<file path="src/rtl/alu_pkg.sv">
// Shared constants for the ALU issue controller: ALU function codes, MIPS
// opcode/funct values, FSM encoding and the decoder result bundle.
package alu_pkg;

  localparam logic [4:0] ALU_AND = 5'b00000;
  localparam logic [4:0] ALU_OR  = 5'b00001;
  localparam logic [4:0] ALU_ADD = 5'b00010;
  localparam logic [4:0] ALU_NOR = 5'b00011;
  localparam logic [4:0] ALU_MUL = 5'b00100;
  localparam logic [4:0] ALU_SLL = 5'b00101;
  localparam logic [4:0] ALU_SUB = 5'b00110;
  localparam logic [4:0] ALU_SLT = 5'b00111;
  localparam logic [4:0] ALU_SRA = 5'b01000;
  localparam logic [4:0] ALU_XOR = 5'b01011;

  localparam logic [5:0] OP_RTYPE = 6'h00;
  localparam logic [5:0] OP_ADDI  = 6'h08;
  localparam logic [5:0] OP_ADDIU = 6'h09;
  localparam logic [5:0] OP_SLTI  = 6'h0A;
  localparam logic [5:0] OP_ANDI  = 6'h0C;
  localparam logic [5:0] OP_ORI   = 6'h0D;
  localparam logic [5:0] OP_XORI  = 6'h0E;
  localparam logic [5:0] OP_LUI   = 6'h0F;
  localparam logic [5:0] OP_MUL   = 6'h1C;

  localparam logic [5:0] FN_SLL  = 6'h00;
  localparam logic [5:0] FN_MUL  = 6'h02;
  localparam logic [5:0] FN_SRA  = 6'h03;
  localparam logic [5:0] FN_SLLV = 6'h04;
  localparam logic [5:0] FN_SRAV = 6'h07;
  localparam logic [5:0] FN_ADD  = 6'h20;
  localparam logic [5:0] FN_ADDU = 6'h21;
  localparam logic [5:0] FN_SUB  = 6'h22;
  localparam logic [5:0] FN_SUBU = 6'h23;
  localparam logic [5:0] FN_AND  = 6'h24;
  localparam logic [5:0] FN_OR   = 6'h25;
  localparam logic [5:0] FN_XOR  = 6'h26;
  localparam logic [5:0] FN_NOR  = 6'h27;
  localparam logic [5:0] FN_SLT  = 6'h2A;

  typedef enum logic [1:0] {
    ST_IDLE = 2'd0,
    ST_WAIT = 2'd1,
    ST_RESP = 2'd2
  } state_t;

  typedef struct packed {
    logic [4:0]  funct;
    logic [31:0] data1;
    logic [31:0] data2;
    logic        trap_cap;
    logic        illegal;
  } dec_t;

endpackage

</file>
<file path="src/rtl/alu_op_decode.sv">
// Combinational MIPS instruction decode into ALU function code and operands,
// flagging trap-capable (signed add/sub/addi) and unsupported encodings.
module alu_op_decode
  import alu_pkg::*;
(
  input  logic [5:0]  opcode,
  input  logic [5:0]  funct,
  input  logic [31:0] rs_data,
  input  logic [31:0] rt_data,
  input  logic [15:0] imm,
  input  logic [4:0]  shamt,
  output dec_t        dec
);

  logic [31:0] imm_sx, imm_zx;
  assign imm_sx = {{16{imm[15]}}, imm};
  assign imm_zx = {16'b0, imm};

  always_comb begin
    dec          = '0;
    dec.data1    = rs_data;
    dec.data2    = rt_data;
    case (opcode)
      OP_RTYPE: begin
        case (funct)
          FN_ADD:  begin dec.funct = ALU_ADD; dec.trap_cap = 1'b1; end
          FN_ADDU: dec.funct = ALU_ADD;
          FN_SUB:  begin dec.funct = ALU_SUB; dec.trap_cap = 1'b1; end
          FN_SUBU: dec.funct = ALU_SUB;
          FN_AND:  dec.funct = ALU_AND;
          FN_OR:   dec.funct = ALU_OR;
          FN_XOR:  dec.funct = ALU_XOR;
          FN_NOR:  dec.funct = ALU_NOR;
          FN_SLT:  dec.funct = ALU_SLT;
          // Shifts operate on rt; the amount comes from shamt or rs[4:0]
          FN_SLL:  begin dec.funct = ALU_SLL; dec.data1 = rt_data; dec.data2 = {27'b0, shamt}; end
          FN_SRA:  begin dec.funct = ALU_SRA; dec.data1 = rt_data; dec.data2 = {27'b0, shamt}; end
          FN_SLLV: begin dec.funct = ALU_SLL; dec.data1 = rt_data; dec.data2 = {27'b0, rs_data[4:0]}; end
          FN_SRAV: begin dec.funct = ALU_SRA; dec.data1 = rt_data; dec.data2 = {27'b0, rs_data[4:0]}; end
          default: dec.illegal = 1'b1;
        endcase
      end
      OP_MUL: begin
        if (funct == FN_MUL) dec.funct = ALU_MUL;
        else                 dec.illegal = 1'b1;
      end
      OP_ADDI:  begin dec.funct = ALU_ADD; dec.data2 = imm_sx; dec.trap_cap = 1'b1; end
      OP_ADDIU: begin dec.funct = ALU_ADD; dec.data2 = imm_sx; end
      OP_SLTI:  begin dec.funct = ALU_SLT; dec.data2 = imm_sx; end
      OP_ANDI:  begin dec.funct = ALU_AND; dec.data2 = imm_zx; end
      OP_ORI:   begin dec.funct = ALU_OR;  dec.data2 = imm_zx; end
      OP_XORI:  begin dec.funct = ALU_XOR; dec.data2 = imm_zx; end
      // lui is realised as imm << 16 on the shifter
      OP_LUI:   begin dec.funct = ALU_SLL; dec.data1 = imm_zx; dec.data2 = 32'd16; end
      default:  dec.illegal = 1'b1;
    endcase
  end

endmodule

</file>
<file path="src/rtl/alu_issue_ctrl.sv">
// Sequential requester for the 32-bit ALU: decode, drive operands, wait
// ALU_LATENCY cycles, hold response. Optional counters under ALU_ISSUE_STATS_EN.
module alu_issue_ctrl
  import alu_pkg::*;
#(
  parameter int ALU_LATENCY = 1,
  parameter bit TRAP_ON_OVF = 1'b1
) (
  input  logic        i_clk,
  input  logic        i_reset,
  input  logic        i_req_valid,
  output logic        o_req_ready,
  input  logic [5:0]  i_opcode,
  input  logic [5:0]  i_funct,
  input  logic [31:0] i_rs_data,
  input  logic [31:0] i_rt_data,
  input  logic [15:0] i_imm,
  input  logic [4:0]  i_shamt,
  output logic [31:0] o_alu_data1,
  output logic [31:0] o_alu_data2,
  output logic [4:0]  o_alu_shamt,
  output logic [4:0]  o_alu_funct,
  input  logic [31:0] i_alu_result,
  input  logic        i_alu_zero,
  input  logic        i_alu_overflow,
  input  logic        i_alu_carry,
  output logic        o_rsp_valid,
  input  logic        i_rsp_ready,
  output logic [31:0] o_rsp_result,
  output logic        o_rsp_nonzero,
  output logic        o_rsp_carry,
  output logic        o_rsp_trap,
  output logic        o_rsp_illegal
`ifdef ALU_ISSUE_STATS_EN
  ,
  output logic [31:0] o_stat_ops,
  output logic [15:0] o_stat_traps
`endif
);

  localparam logic [3:0] LAT = 4'(ALU_LATENCY);

  state_t     state, state_nxt;
  dec_t       dec;
  logic [3:0] cnt;
  logic       trap_cap_q;
  logic       ovf_trap;

  alu_op_decode u_dec (
    .opcode  (i_opcode),
    .funct   (i_funct),
    .rs_data (i_rs_data),
    .rt_data (i_rt_data),
    .imm     (i_imm),
    .shamt   (i_shamt),
    .dec     (dec)
  );

  assign o_req_ready = (state == ST_IDLE);
  assign o_rsp_valid = (state == ST_RESP);
  assign ovf_trap    = trap_cap_q & i_alu_overflow & TRAP_ON_OVF;

  always_ff @(posedge i_clk) begin
    if (i_reset) state <= ST_IDLE;
    else         state <= state_nxt;
  end

  always_comb begin
    state_nxt = state;
    case (state)
      ST_IDLE: if (i_req_valid) state_nxt = dec.illegal ? ST_RESP : ST_WAIT;
      ST_WAIT: if (cnt == 4'd1) state_nxt = ST_RESP;
      ST_RESP: if (i_rsp_ready) state_nxt = ST_IDLE;
      default: state_nxt = ST_IDLE;
    endcase
  end

  always_ff @(posedge i_clk) begin
    if (i_reset) begin
      o_alu_data1   <= '0;
      o_alu_data2   <= '0;
      o_alu_shamt   <= '0;
      o_alu_funct   <= '0;
      o_rsp_result  <= '0;
      o_rsp_nonzero <= 1'b0;
      o_rsp_carry   <= 1'b0;
      o_rsp_trap    <= 1'b0;
      o_rsp_illegal <= 1'b0;
      cnt           <= '0;
      trap_cap_q    <= 1'b0;
    end else begin
      case (state)
        ST_IDLE: if (i_req_valid) begin
          // Illegal ops bypass the ALU and leave its operands untouched
          if (dec.illegal) begin
            o_rsp_result  <= '0;
            o_rsp_nonzero <= 1'b0;
            o_rsp_carry   <= 1'b0;
            o_rsp_trap    <= 1'b0;
            o_rsp_illegal <= 1'b1;
          end else begin
            o_alu_data1 <= dec.data1;
            o_alu_data2 <= dec.data2;
            o_alu_shamt <= i_shamt;
            o_alu_funct <= dec.funct;
            cnt         <= LAT;
            trap_cap_q  <= dec.trap_cap;
          end
        end
        ST_WAIT: begin
          cnt <= cnt - 4'd1;
          if (cnt == 4'd1) begin
            o_rsp_result  <= ovf_trap ? 32'd0 : i_alu_result;
            o_rsp_nonzero <= i_alu_zero;
            o_rsp_carry   <= i_alu_carry;
            o_rsp_trap    <= ovf_trap;
            o_rsp_illegal <= 1'b0;
          end
        end
        default: ;
      endcase
    end
  end

`ifdef ALU_ISSUE_STATS_EN
  always_ff @(posedge i_clk) begin
    if (i_reset) begin
      o_stat_ops   <= '0;
      o_stat_traps <= '0;
    end else if (o_rsp_valid && i_rsp_ready) begin
      o_stat_ops <= o_stat_ops + 32'd1;
      if (o_rsp_trap && o_stat_traps != 16'hFFFF) o_stat_traps <= o_stat_traps + 16'd1;
    end
  end
`endif

endmodule

</file>
<file path="config.mk">
export PLATFORM = sky130hd
export DESIGN_NAME = alu_issue_ctrl
export DESIGN_NICKNAME = d
export VERILOG_FILES = /design/src/rtl/alu_pkg.sv /design/src/rtl/alu_op_decode.sv /design/src/rtl/alu_issue_ctrl.sv
export SDC_FILE = /design/constraint.sdc
export NUM_CORES = 1
export LEC_CHECK = 0
export CORE_ASPECT_RATIO = 0.6
export CORE_MARGIN = 4
export CORE_UTILIZATION = 38
export DETAILED_ROUTE_END_ITERATION = 12
export PLACE_DENSITY = 0.76
export SETUP_SLACK_MARGIN = 0.02
export SYNTH_ARGS = -nofsm -noshare
export SYNTH_HDL_FRONTEND = slang
export SYNTH_SLANG_ARGS = --single-unit
</file>
<file path="constraint.sdc">
create_clock -name i_clk -period 2.46 [get_ports i_clk]
set_clock_uncertainty 0.05 [all_clocks]
set_input_delay 0.615 -clock i_clk [delete_from_list [all_inputs] [get_ports i_clk]]
set_output_delay 0.615 -clock i_clk [all_outputs]
set_load 0.02 [all_outputs]
</file>
# [Yosys cells after proc, flatten, opt, wreduce, memory -nomap -nowiden]
# Index checks and enable logic that the tools add are counted.
[totals] ff_bits=117 in_bits=136 out_inout_bits=112
[op_classes] addsub=1 n_eq_ne=29 muxes=36 bitwise=2 reduce_logical=20
[op_table] cell="$mux W32" count=4
[op_table] cell="$pmux W32 S2" count=2
[op_table] cell="$pmux W32 S4" count=1
[op_table] cell="$pmux W64 S2" count=1
[op_table] cell="$eq A6 B6 Y1 const B" count=9
[op_table] cell="$eq A6 B4 Y1 const B" count=7
[op_table] cell="$pmux W4 S8" count=1
[op_table] cell="$pmux W4 S7" count=1
[op_table] cell="$reduce_or A2 Y1" count=8
[op_table] cell="$reduce_or A13 Y1" count=1
[op_table] cell="$eq A6 B2 Y1 const B" count=2
[op_table] cell="$eq A6 B3 Y1 const B" count=2
[op_table] cell="$logic_not A6 Y1" count=2
[op_table] cell="$mux W1" count=11
[op_table] cell="$pmux W1 S2" count=5
[op_table] cell="$reduce_and A3 Y1" count=3
[op_table] cell="$mux W2" count=4
[op_table] cell="$mux W4" count=2
[op_table] cell="$pmux W4 S2" count=1
[op_table] cell="$reduce_or A7 Y1" count=1
[op_table] cell="$eq A6 B5 Y1 const B" count=1
[op_table] cell="$ne A2 B2 Y1 const B" count=3
[op_table] cell="$pmux W2 S3" count=1
[op_table] cell="$reduce_or A3 Y1" count=2
[op_table] cell="other kinds (12)" count=13

# [Longest topological paths before layout]
# Gate-level depths: netlist (run 1).
[depth] ltp_word=7 depth_mapped=8 depth_no_buf=7

# [By module]
# From an unflattened synthesis (run 1), not the netlist that was laid out.
[unflattened] cells_unflattened=713 area_unflattened_um2=6009.5
[by_module_without_submodules] mod="alu_issue_ctrl" instances=1 cells_each=527 area_per_inst_um2=4608.2
[by_module_without_submodules] mod="alu_op_decode" instances=1 cells_each=186 area_per_inst_um2=1401.3

# [Worst setup path after synthesis (run 1)]
# No wires, ideal clock.
[synth_timing] path_kind="input-to-reg" from="input i_opcode[1]" to="register o_alu_data1[0]" t_arrival_ns=2.235 path_slack_ns=0.029 cell_stages=8 n_path_buf=3 path_cell_list="buf_2 or3_4 a211o_1 o221a_2 buf_6 buf_2 nor2_1 a211oi_2"
[synth_via] elab_chain_len=5
[synth_lines] item="from (decl)" line="alu_issue_ctrl.sv:13" source="input logic [5:0] i_opcode,"
[synth_lines] item="$eq A6 B4 Y1" line="alu_op_decode.sv:23" source="case (opcode)"
[synth_lines] item="$reduce_or A7 Y1 (no line)"
[synth_lines] item="$pmux W1 S3" line="alu_op_decode.sv:23"
[synth_lines] item="$not A1 Y1 (no line)"
[synth_lines] item="$reduce_and A3 Y1 (no line)"
[synth_lines] item="to (signal assigned)" line="alu_issue_ctrl.sv:102" source="o_alu_data1 <= dec.data1;"
[synth_lines] item="to (decl)" line="alu_issue_ctrl.sv:19" source="output logic [31:0] o_alu_data1,"
# Parallel ways exist; a longest one is shown, timed or not.
# A chain may end at the register's enable or synchronous reset.

# [Worst setup path in the final report (run 1)]
[layout_timing] from="input i_funct[1]" to="register o_alu_data2[24]"
[layout_via] elab_chain_len=6
[layout_lines] item="from (decl)" line="alu_issue_ctrl.sv:14" source="input logic [5:0] i_funct,"
[layout_lines] item="$eq A6 B6 Y1 (tied with other cells)" line="alu_op_decode.sv:25" source="case (funct)"
[layout_lines] item="$reduce_or A13 Y1 (no line)"
[layout_lines] item="$mux W1" line="alu_op_decode.sv:25"
[layout_lines] item="$pmux W1 S3" line="alu_op_decode.sv:23"
[layout_lines] item="$not A1 Y1 (no line)"
[layout_lines] item="$reduce_and A3 Y1 (no line)"
[layout_lines] item="to (signal assigned)" line="alu_issue_ctrl.sv:103" source="o_alu_data2 <= dec.data2;"
[layout_lines] item="to (decl)" line="alu_issue_ctrl.sv:20" source="output logic [31:0] o_alu_data2,"
# Parallel ways exist; a longest one is shown, timed or not.

==> qor_table.md, run 1 <==
| Metric | Reported |
|---|---|
| Result of the run | completed |
| Aggregate routed wire length | 20100 um |
| Maximum vdd ir drop | 441 uV |
| Number of distinct standard cells referenced by the synthesized netlist | 60 |
| Yosys top cell area share | 0.411 |
| R2R cell count | 8 |
| Worst hold margin | 0.413 ns |
| Final min period | 2.42 ns |
| Arrival time at the worst endpoint | 2.71 ns |
| DR DRC count | 0 |
| Share of final-layout standard cells stronger than drive strength 1 | 0.190 |
| Clock Tree Root | clkbuf_16 |
| RSZ-0062 raised after global routing | no |
| Net Count, Synth | 762 |
| R2R Setup Slk | 0.56 ns |
| MaxCap Viol Count | 0 |
| Power density over the cells | 582 nW/um^2 |
| Setup CP Type | in2reg |
| Detail Route Antenna Nets | 0 |
| WL per Instance | 18.2 um |
| Count of clock tree sinks | 116 |
| Final number of max-transition violations | 0 |
| Met3 GRT Util | 0.0887 |
| Portion of the post-synthesis area used by sequential elements | 0.411 |
| Maximum number of pins on one net before global-route repair | 63 |
| Final setup violation count | 0 |
| Violation count after the first detailed-route iteration | 369 |
| Initial standard-cell utilization of the core | 0.390 |
| Clock tree from TritonCTS | yes |
| Vias in the first global route | 5693 |
| Post-synth top cells | dfxtp_1, nor2_1, a21oi_1, a211oi_2, nand2b_1 |
| Largest area contributor in the netlist | dfxtp_1 |
| Final HPWL DP | 14400 um |
| Leakage | 3.34 nW |
| Core area | 14500 sq um |
| Clock-pin slew reported for the worst setup and hold paths after clock tree synthesis | 0.06 ns |
| Seq cells post-synth | 116 |
| Most frequent cell after synthesis | dfxtp_1 |
| Share of the clock period used by the worst path | 0.984 |
| GRT busiest layer | met2 |
| Number of top-level pins | 248 |
| Highest Clock Rate | 413 MHz |
| Ys Warns | 0 |
| Y dimension of the die | 102 um |
| Number of placement rows | 34 |
| Worst Setup End Kind | flip-flop |
| Post-Synthesis Cell Area | 5650 sq um |
| Diodes inserted | 0 |
| # hold bufs at CTS | 0 |
| Number of port buffers | 246 |
| Iteration count of the initial detailed-routing pass | 6 |
| H-tree lvl count | 4 |
| FF/Latch Area | 2320 sq um |
| Maximum clock path buffer count | 2 |
| Launch instance of the worst register-to-register path | cnt[1] |
| Post-layout net count | 1030 |
| GR Util met1 | 0.291 |
| Hold violation count in the final report | 0 |
| EDFF count, synth | 0 |
| Final GP Congestion | 0.820 |
| Post-Synthesis Cells | 624 |
| Total grt overflow | 0 |
| Endpoint of the most critical register-to-register path | state[1] |
| Relative area change from synthesis to final layout | 66.3% |
| Vias per cell | 5.26 |
| Async set or reset register ratio after synthesis | 0 |
| End of the critical path | o_alu_data2[24] |
| Gr usage total | 0.223 |
| Required time at the worst-slack endpoint | 2.75 ns |
| Predominant post-synthesis flop cell | dfxtp_1 |
| GRT met2 Usage | 0.355 |
| Launching instance or port of the critical path | i_funct[1] |
| Clock insertion delay at the later pin of the skew report | 0.40 ns |
| TritonCTS Buffers | 17 |
| Total die area | 17000 sq um |
| Total via count in the routed design | 5801 |
| Setup TNS Final | 0 ns |
| Type of element launching the critical path | input port |
| Width of the die | 165 um |
| Mean Syn Cell Area | 9.06 sq um |
| Highest fanout seen on the critical path | 8 |
| Leading cell types by total area after synthesis | dfxtp_1, a211oi_2, a21oi_1 |
| Wire length of the first global-routing pass | 29900 um |
| Initial antenna violation count | 0 |
| Multi-input logic area | 3080 sq um |
| Worst hold path type | reg2reg |
| Fillers | 1198 |
==> state kept, by name (all words and copies together) (netlist names), 2 cells and up <==
name and flops:
o_alu_data1 32, o_alu_data2 32, cnt 4, o_alu_funct 4, o_rsp_result 32, state 2, o_alu_shamt 5
==> per-layer routing <==
layer / part of all wire / up-vias / wire (um)
met5: 0 / - / 0
met3: 0.10 / 14 / 2100
li1: - / 2836 / -
met2: 0.44 / 233 / 8890
met1: 0.44 / 2718 / 8900
met4: 0.0095 / 0 / 191
==> timing repair <==
| action | 4_1_cts | 5_1_grt |
|---|---|---|
| hold endpoints to repair | 0 | 0 |
| pin swaps | 1 | 3 |
| gates resized for setup | 0 | 17 |
| cloned | 1 | 2 |
| setup endpoints to repair | 1 | 95 |
| setup buffers | 0 | 2 |
==> worst min-delay path by stage <==
stage | from | to | slack, ns | cells past startpoint
floorplan | trap_cap_q | o_rsp_trap | 0.41 | 2
global placement | o_alu_data2[21] | o_alu_data2[21] | 0.40 | 1
detailed placement | o_alu_data2[26] | o_alu_data2[26] | 0.40 | 1
CTS | o_alu_data2[21] | o_alu_data2[21] | 0.42 | 1
global route | o_alu_data2[28] | o_alu_data2[28] | 0.43 | 1
finish | o_alu_data2[29] | o_alu_data2[29] | 0.41 | 1
==> metrics by stage <==
step | cell area [sq um] | util | instances | power, mW | setup WS [ns]
floorplan | 5650 | - | 624 | 2.44 | 0.0286
global placement | 8640 | 0.596 | 1066 | 2.92 | -0.328
detailed placement | 8640 | 0.596 | 1066 | 2.94 | -0.374
CTS | 9290 | 0.640 | 1098 | 5.50 | 0.0289
global route | 9400 | 0.648 | 1102 | 5.68 | 0.00936
finish | 9400 | 0.648 | 1102 | 5.47 | 0.0394
==> where the power goes <==
| part | internal [mW] | switching [mW] |
|---|---|---|
| registers | 1.94 | 0.0452 |
| logic | 0.508 | 0.435 |
| clock network | 1.63 | 0.907 |
| total | 4.08 | 1.39 |
==> layout by cell type (no fill, tap or decap), drive strengths merged, types with 5 or more instances in the layout <==
cell type,count
nor2,73
o2bb2ai,16
a22oi,13
inv,7
clkinv,5
buf,59
mux2i,6
nor2b,5
nand3,34
a22o,16
clkdlybuf4s50,240
a211oi,54
a21oi,60
dlymetal6s2s,5
nor3,10
nand2b,38
or3,5
mux2,6
clkbuf,19
and3,16
nand2,9
dfxtp,116
o21ai,35
==> cell type report <==
class	count	area share
inverters	4	0.00160
clock buffers	18	0.0467
flip-flops and latches	116	0.247
clock inverters	13	0.0186
well taps	198	0.0264
repair buffers	306	0.332
multi-input cells	447	0.328
==> critical path: stages <==
cell and delay, ns:
clkdlybuf4s50_1 0.54, xnor2_2 0.23, a211o_4 0.38, o221a_4 0.32, buf_4 0.16, nor2_4 0.17
clkbuf_16 0.18, o2bb2ai_1 0.11
==> cell families after synthesis <==
| group | count (synthesis) | share of synthesized area |
|---|---|---|
| XOR/XNOR | 1 | 0.00155 |
| AO/OA/AOI/OAI | 220 | 0.308 |
| other | 1 | 0.000664 |
| adder cells (fa/ha/maj) | 2 | 0.00443 |
| AND/OR/NAND/NOR | 210 | 0.194 |
| buffers and inverters | 62 | 0.0580 |
| multiplexers | 12 | 0.0226 |
| flip-flops | 116 | 0.411 |
Note: power is estimated with default switching activity, not from simulation.
==> inputs of run 2 (changes only) <==
--- a/config.mk
+++ b/config.mk
@@ -5,9 +5,11 @@
 export SDC_FILE = /design/constraint.sdc
 export NUM_CORES = 1
 export LEC_CHECK = 0
+export CAP_MARGIN = 20
 export CORE_ASPECT_RATIO = 0.6
 export CORE_MARGIN = 4
 export CORE_UTILIZATION = 38
+export CTS_CLUSTER_DIAMETER = 60
 export DETAILED_ROUTE_END_ITERATION = 12
 export PLACE_DENSITY = 0.76
 export SETUP_SLACK_MARGIN = 0.02
==> results of run 2 <==
Final layout, timing and power as in run 1 (identical DEF).
==> inputs of run 3 (changes only) <==
--- a/config.mk
+++ b/config.mk
@@ -7,11 +7,11 @@
 export LEC_CHECK = 0
 export CAP_MARGIN = 20
 export CORE_ASPECT_RATIO = 0.6
-export CORE_MARGIN = 4
+export CORE_MARGIN = 3
 export CORE_UTILIZATION = 38
 export CTS_CLUSTER_DIAMETER = 60
 export DETAILED_ROUTE_END_ITERATION = 12
-export PLACE_DENSITY = 0.76
+export PLACE_DENSITY = 0.83
 export SETUP_SLACK_MARGIN = 0.02
 export SYNTH_ARGS = -nofsm -noshare
 export SYNTH_HDL_FRONTEND = slang
==> qor_table.md, run 3 (synthesis gave the netlist of run 1 again) <==
| Metric | Reported | vs previous |
|---|---|---|
| Clock Tree Root | clkbuf_16 | unchanged |
| Net switching power figure | 1.40 mW | was 1.39 mW |
| Final HPWL DP | 14800 um | was 14400 um |
| Most frequent standard cell in the layout excluding fill and tap cells | clkdlybuf4s50_1 | unchanged |
| WL per Instance | 18.2 um | about the same |
| Number of top-level pins | 248 | unchanged |
| Maximum vdd ir drop | 413 uV | was 441 uV |
| Final number of max-transition violations | 0 | unchanged |
| Wire length of the first global-routing pass | 30400 um | was 29900 um |
| Post-layout net count | 1036 | was 1030 |
| Largest registers ranked by flip-flop count | o_alu_data1 (32), o_alu_data2 (32), o_rsp_result (32) | unchanged |
| Final setup violation count | 0 | unchanged |
| Total via count in the routed design | 5893 | was 5801 |
| Leakage | 3.30 nW | was 3.34 nW |
| Clock tree from TritonCTS | yes | unchanged |
| Count of clock tree sinks | 116 | unchanged |
| Fraction of power spent switching nets | 0.254 | about the same |
| Core area | 14100 sq um | was 14500 sq um |
| Clock insertion delay at the later pin of the skew report | 0.40 ns | about the same |
| Clock power frac | 0.470 | was 0.464 |
| Highest fanout seen on the critical path | 12 | was 8 |
| RSZ-0062 raised after global routing | yes | was no |
| Required time at the worst-slack endpoint | 2.72 ns | was 2.75 ns |
| Clock-pin slew reported for the worst setup and hold paths after clock tree synthesis | 0.06 ns | about the same |
| Maximum number of pins on one net before global-route repair | 47 | was 63 |
| Cell breakdown of the critical path | clkdlybuf4s50_1 > or3_4 > a211o_1 > o221a_4 > buf_4 > clkbuf_16 > a211oi_2 | was clkdlybuf4s50_1 > xnor2_2 > a211o_4 > o221a_4 > buf_4 > nor2_4 > clkbuf_16 > o2bb2ai_1 |
| Vias per cell | 5.34 | was 5.26 |
| Diodes inserted | 0 | unchanged |
| Arrival time at the worst endpoint | 2.66 ns | was 2.71 ns |
| Worst Setup End Kind | flip-flop | unchanged |
| Internal power | 4.11 mW | was 4.08 mW |
| Aggregate routed wire length | 20100 um | about the same |
| Iteration count of the initial detailed-routing pass | 6 | unchanged |
| Final GP Congestion | 0.862 | was 0.820 |
| Gr usage total | 0.232 | was 0.223 |
| Hold violation count in the final report | 0 | unchanged |
| Relative contribution of sequential cells to total power | 0.359 | was 0.363 |
| Crit path max-delay cell type | clkdlybuf4s50_1 | unchanged |
| Initial standard-cell utilization of the core | 0.401 | was 0.390 |
| Final min period | 2.40 ns | was 2.42 ns |
| Maximum clock path buffer count | 2 | unchanged |
| Width of the die | 163 um | was 165 um |
| Worst hold path type | reg2reg | unchanged |
| Combinational share of power | 0.171 | was 0.172 |
| Setup CP Type | in2reg | unchanged |
| Initial antenna violation count | 2 | was 0 |
| TritonCTS Buffers | 17 | unchanged |
| Detail Route Antenna Nets | 0 | unchanged |
| H-tree lvl count | 4 | unchanged |
| Total grt overflow | 0 | unchanged |
| Placed cell areas | 8660 sq um | was 8640 sq um |
| Worst path max stage delay | 0.42 ns | was 0.54 ns |
| Power density over the cells | 588 nW/um^2 | was 582 nW/um^2 |
| Most frequent cells in the layout | clkdlybuf4s50_1, dfxtp_1, nor2_1, a21oi_1, buf_4 | was clkdlybuf4s50_1, dfxtp_1, nor2_1, a21oi_1, a211oi_2 |
| Highest Clock Rate | 417 MHz | was 413 MHz |
| Share of the clock period used by the worst path | 0.975 | was 0.984 |
| Post-layout instance area | 9370 sq um | was 9400 sq um |
| Type of element launching the critical path | input port | unchanged |
| Y dimension of the die | 100 um | was 102 um |
| Setup TNS Final | 0 ns | unchanged |
| Result of the run | completed | unchanged |
| Number of port buffers | 246 | unchanged |
| Relative area change from synthesis to final layout | 65.8% | was 66.3% |
| Share of final-layout standard cells stronger than drive strength 1 | 0.186 | was 0.190 |
| Top cell family by delay on the critical path | compound AO/OA/AOI/OAI gates | was buffers and inverters |
| DR DRC count | 0 | unchanged |
| # hold bufs at CTS | 0 | unchanged |
| Total die area | 16400 sq um | was 17000 sq um |
| MaxCap Viol Count | 0 | unchanged |
| Vias in the first global route | 5727 | was 5693 |
| Buffer and inverter count on the worst path | 3 | unchanged |
| Violation count after the first detailed-route iteration | 367 | was 369 |
| Number of placement rows | 33 | was 34 |
run 3: cell count changes in the layout (fill, tap and decap cells not counted), moves of 2 or more:
cell	delta
and4_1	+2
and4_2	-2
buf_4	+7
clkdlybuf4s50_1	+5
dlymetal6s2s_1	-5
o21ai_0	+2
o21ai_1	-2
run 3: final timing paths:
path                        start              end  slack, ns  depth (start not counted)
setup / recovery      i_opcode[0]   o_alu_data1[9]       0.06                          7
hold reg to reg   o_alu_data2[19]  o_alu_data2[19]       0.41                          1
setup reg to reg           cnt[1]         state[1]       0.53                          8
hold / removal    o_alu_data2[19]  o_alu_data2[19]       0.41                          1
run 3: stage by stage:
step           power [mW]  utilization  hold slack (ns)  worst slack [ns]  instances
6_report             5.51        0.666            0.409            0.0614       1103
5_1_grt              5.71        0.666            0.430            0.0190       1103
4_1_cts              5.54        0.660            0.413            0.0981       1098
3_5_place_dp         2.94        0.615            0.399            -0.323       1066
3_3_place_gp         2.92        0.615            0.396            -0.272       1066
2_1_floorplan        2.44            -            0.412            0.0286        624
run 3: cell type report:
class                           count  area, sq um
Clock buffer                       19          453
Clock inverter                     13          171
Fill cell                        1124         4710
Inverter                            4         15.0
Multi-Input combinational cell    446         3030
Sequential cell                   116         2320
Tap cell                          192          240
Timing Repair Buffer              313         3140
run 3: power by group through the flow:
stage | Combinational [mW] | Sequential [mW] | Clock (mW)
detailed placement | 0.922 | 2.02 | 0
CTS | 0.928 | 1.98 | 2.64
global route | 1.01 | 1.98 | 2.72
floorplan | 0.366 | 2.08 | 0
finish | 0.943 | 1.98 | 2.59
global placement | 0.907 | 2.02 | 0
run 3: per-layer routing:
layer,track usage,wire length (um),vias up
met3,0.0936,2020,25
met1,0.294,8640,2787
met2,0.369,9120,231
li1,-,-,2848
met5,0,13,-
met4,0.0650,288,2
run 3: repair_timing:
action / 4_1_cts / 5_1_grt
resized for setup: 0 / 1
setup buffers: 0 / 2
endpoints found under the setup margin: 0 / 59
